==> src/rtl/swap_pair_feeder.sv <==
// Groups a valid/ready word stream into pairs for the registered compare/swap stage,
// strobes each pair on a/b with en, and tracks per-frame pair counts.
module swap_pair_feeder #(
  parameter int                 width     = 8,
  parameter logic [width-1:0]   PAD_VALUE = '0,
  parameter int                 CNT_W     = 16
) (
  input  logic             clk,
  input  logic             rst,
  input  logic [width-1:0] in_data,
  input  logic             in_valid,
  input  logic             in_last,
  output logic             in_ready,
  output logic [width-1:0] a,
  output logic [width-1:0] b,
  output logic             en,
  output logic             res_valid,
  output logic             res_last,
  output logic [CNT_W-1:0] pair_count,
  output logic [CNT_W-1:0] frame_pairs
);

  typedef enum logic [1:0] {FIRST, SECOND, ISSUE} state_t;

  state_t state, state_nxt;
  logic   xfer;
  logic   last_q;

  assign xfer = in_valid & in_ready;

  always_ff @(posedge clk or negedge rst) begin
    if (!rst) state <= FIRST;
    else      state <= state_nxt;
  end

  always_comb begin
    state_nxt = state;
    case (state)
      FIRST:   if (xfer) state_nxt = in_last ? ISSUE : SECOND;
      SECOND:  if (xfer) state_nxt = ISSUE;
      ISSUE:   state_nxt = FIRST;
      default: state_nxt = FIRST;
    endcase
  end

  // Ready depends only on the registered state, never on in_valid.
  always_comb begin
    in_ready = (state != ISSUE);
  end

  // en is a flop so the swap stage sees a clean strobe for exactly the ISSUE cycle.
  always_ff @(posedge clk or negedge rst) begin
    if (!rst) begin
      a      <= '0;
      b      <= '0;
      last_q <= 1'b0;
      en     <= 1'b0;
    end else begin
      en <= (state_nxt == ISSUE);
      case (state)
        FIRST: if (xfer) begin
          a <= in_data;
          if (in_last) begin
            b      <= PAD_VALUE;
            last_q <= 1'b1;
          end
        end
        SECOND: if (xfer) begin
          b      <= in_data;
          last_q <= in_last;
        end
        ISSUE:   last_q <= 1'b0;
        default: last_q <= 1'b0;
      endcase
    end
  end

  // Results line up with the cycle the swap stage's outputs reflect the issued pair.
  always_ff @(posedge clk or negedge rst) begin
    if (!rst) begin
      res_valid   <= 1'b0;
      res_last    <= 1'b0;
      pair_count  <= '0;
      frame_pairs <= '0;
    end else begin
      res_valid <= en;
      res_last  <= en & last_q;
      if (en) begin
        if (last_q) begin
          frame_pairs <= pair_count + 1'b1;
          pair_count  <= '0;
        end else begin
          pair_count  <= pair_count + 1'b1;
        end
      end
    end
  end

endmodule
==> config.mk <==
export PLATFORM = sky130hd
export DESIGN_NAME = swap_pair_feeder
export DESIGN_NICKNAME = d
export VERILOG_FILES = /design/src/rtl/swap_pair_feeder.sv
export SDC_FILE = /design/constraint.sdc
export NUM_CORES = 1
export LEC_CHECK = 0
export CORE_ASPECT_RATIO = 0.6
export CORE_MARGIN = 2
export CORE_UTILIZATION = 50
export CTS_BUF_LIST = sky130_fd_sc_hd__clkbuf_4
export DETAILED_ROUTE_END_ITERATION = 6
export GPL_ROUTABILITY_DRIVEN = 0
export PLACE_DENSITY = 0.82
export SLEW_MARGIN = 25
export SYNTH_ARGS = -nofsm -noshare
export SYNTH_HDL_FRONTEND = slang
export SYNTH_SLANG_ARGS = --single-unit
==> constraint.sdc <==
create_clock -name clk -period 1.8 [get_ports clk]
set_input_delay 0.18 -clock clk [delete_from_list [all_inputs] [get_ports clk]]
set_output_delay 0.18 -clock clk [all_outputs]
set_load 0.01 [all_outputs]
==> run_results.csv <==
group,metric,value,unit
clock_network,cts-root-buf,"clkbuf_4",
layout,antennaDiodeCount,0,
place,io_buffer_count,63,
routing,vias_per_cell,5.57,
routing,vias,2027,
sta,post-route-period-util,96.1,%
yosys,synth_area_leaders,"dfrtp_1 56%, o21ai_0 5.8%, a22o_1 4.4%",
routing,ant_nets,0,
floorplan,die_area,5420,um2
power_and_ir_drop,vdd.ir_drop.worst,561,uV
clock_network,cts.sinks,54,
clock_network,cts_tree,"yes",
yosys,yosysSeqAreaShare,56.0,%
sta,max_freq,578,MHz
worst_setup_path,crit_fanout,8,
routing,drt-wirelength-per-cell,15.8,um
job,maxCapViolations,0,
yosys,synthesis.area,2410,um2
sta,tns,0,ns
grt,grt_pass1_vias,1904,
clock_network,clockBufferDepth,2,
power_and_ir_drop,p_per_area,893,nW/um2
floorplan,fp.dieH,57.8,um
clock_network,cts_buffers,5,
routing,drtPass1Iterations,4,
yosys,yosysUniqueCellTypes,39,
min_path,hp-class,"primary input to asynchronous set/reset pin",
yosys,yosys_warnings,0,
yosys,synthCells,223,
place,place_hpwl,4.37,mm
yosys,synth.largest_area_cell,"dfrtp_1",
sta,skew,0.0129,ns
sta,holdWs,0.313,ns
worst_setup_path,end_kind,"output pin",
clock_network,ctsResizeCount,0,
yosys,synthTopCellsByCount,"54 x dfrtp_1, 28 x o21ai_0, 23 x nand2_1",
yosys,ys_ff_latch,54,
yosys,synth_edf_count,0,
clock_network,clk_latency,0.38,ns
grt,antenna_found_initial,0,
sta,rsz0062_at_grt,"no",
floorplan,initial_core_util,52.4,%
grt,grt_usage,23.2,%
floorplan,core_area,4610,um2
layout,fin_util,71.2,%
yosys,async_flop_share,100,%
layout,final_layout_size_suffix_gt1_share,14.3,%
worst_setup_path,critPathTopFamily,"buffers and inverters",
floorplan,ios,64,
yosys,yosys.cell_count.top_type,"dfrtp_1",
sta,slew_headroom,61.4,%
routing,drt_first_iter_violations,209,
grt,grt_pass1_wl,9.54,mm
clock_network,clk_pin_slew,0.15,ns
routing,route.detailed.drc,0,
status,outcome,"finished clean",
floorplan,rows,19,
worst_setup_path,crit_type,"register to output pin",
yosys,synth_top_cell_area_share,56.0,%
clock_network,cts.htree.levels,2,
sta,setup_viol,0,
yosys,synth_ff_type,"dfrtp_1",
layout,syn_to_final_growth,36.0,%
sta,hold_viol,0,
sta,drv_slew,0,
yosys,syn_avg_cell_area,10.8,um2
floorplan,die_w,93.7,um
worst_setup_path,cp.required,1.62,ns
worst_setup_path,max_stage_delay,0.54,ns
grt,grt-ovfl-total,0,
worst_setup_path,arrival,1.55,ns
yosys,syn-num-nets,236,
worst_setup_path,cp_num_buf_inv,2,
layout,nets,314,
routing,drt-total-wl,5.75,mm
power_and_ir_drop,p_leak,1.41,nW
worst_setup_path,cp_slowest_cell,"clkdlybuf4s50_1",
sta,fin_crit,1.73,ns
sta,worst_slew_pin_slew,0.580,ns
worst_setup_path,critPathLaunchType,"register",
grt,grt_max_degree,24,
worst_setup_path,worstPathCellList,"buf_4, clkdlybuf4s50_1",
layer usage:
metal	part of all wire [%]	track usage, %	vias up
li1	-	-	957
met1	47	35.1	979
met2	45	33.7	81
met3	6.4	4.94	10
met4	1.6	8.28	0
met5	0	0	-
layout make-up:
cell class / count / area (um2)
tap: 63 / 78.8
timing repair buffer: 83 / 791
inverter: 7 / 26.3
sequential: 54 / 1350
fill: 361 / 1330
multi-input combinational: 150 / 985
clock buffer: 7 / 52.6
path summary, 6_finish.rpt:
kind | to | depth (start not counted) | startpoint | slack [ns]
max | pair_count[2] | 2 | pair_count[2] | 0.07
min | frame_pairs[0] | 2 | rst | 0.31
max reg2reg | pair_count[12] | 5 | pair_count[1] | 0.10
min reg2reg | frame_pairs[8] | 2 | frame_pairs[8] | 0.49
max in group asynchronous | b[6] | 3 | rst | 0.93
min in group clk | b[2] | 2 | in_data[2] | 0.43
metrics by stage:
stage	power [W]	instance area [um2]	instances	setup slack [ns]
finish	0.00293	3280	364	0.0701
global route	0.00311	3280	364	0.00534
CTS	0.00295	3280	364	0.0737
detailed placement	0.00242	3220	356	0.161
global placement	0.00239	3220	356	0.208
floorplan	0.00189	2410	223	0.148
cells in the final DEF, fill, tap and decap left out, types with 2 or more instances in the layout:
cell             instances
clkdlybuf4s50_1         62
dfrtp_1                 54
o21ai_0                 28
nand2_1                 23
buf_4                   18
nor2_1                  12
a22o_1                  12
mux2_2                   9
xnor2_1                  8
inv_1                    7
clkbuf_4                 7
nand4_1                  5
xor2_1                   5
nand3_1                  5
nor4_1                   5
o31ai_1                  4
a21o_1                   3
a31oi_1                  3
nand2b_1                 2
mux2i_1                  2
nor2b_1                  2
and4_1                   2
nor4_2                   2
and2_1                   2
or3_1                    2
a21oi_1                  2
registers in the layout, summed over array words and instances, names as in the netlist:
name / flops
a: 8
res_last: 1
frame_pairs: 16
res_valid: 1
en: 1
b: 8
state: 2
pair_count: 16
last_q: 1
where the power goes:
part,leakage [nW],total (W),internal [W],switching [W]
Sequential,0.715,0.00149,0.00138,0.000118
Clock,0.0322,0.000532,0.000178,0.000354
Combinational,0.667,0.000907,0.000502,0.000405
Total,1.41,0.00293,0.00206,0.000877
cell families (layout without fill, tap and decap cells):
kind of cell | Yosys count | in the layout | share of synthesized area, %
AND/OR/NAND/NOR | 68 | 68 | 15.3
AO/OA/AOI/OAI | 57 | 57 | 15.2
flip-flops | 54 | 54 | 56.0
buffers and inverters | 19 | 97 | 3.26
XOR/XNOR | 13 | 13 | 4.72
multiplexers | 11 | 11 | 5.03
adder cells (fa/ha/maj) | 1 | 1 | 0.518
what timing repair did:
item | CTS | global route
buffers inserted | 0 | 0
hold buffers | 1 | 0
hold endpoints to repair | 20 | 0
Power figures use the tool's default switching activity.
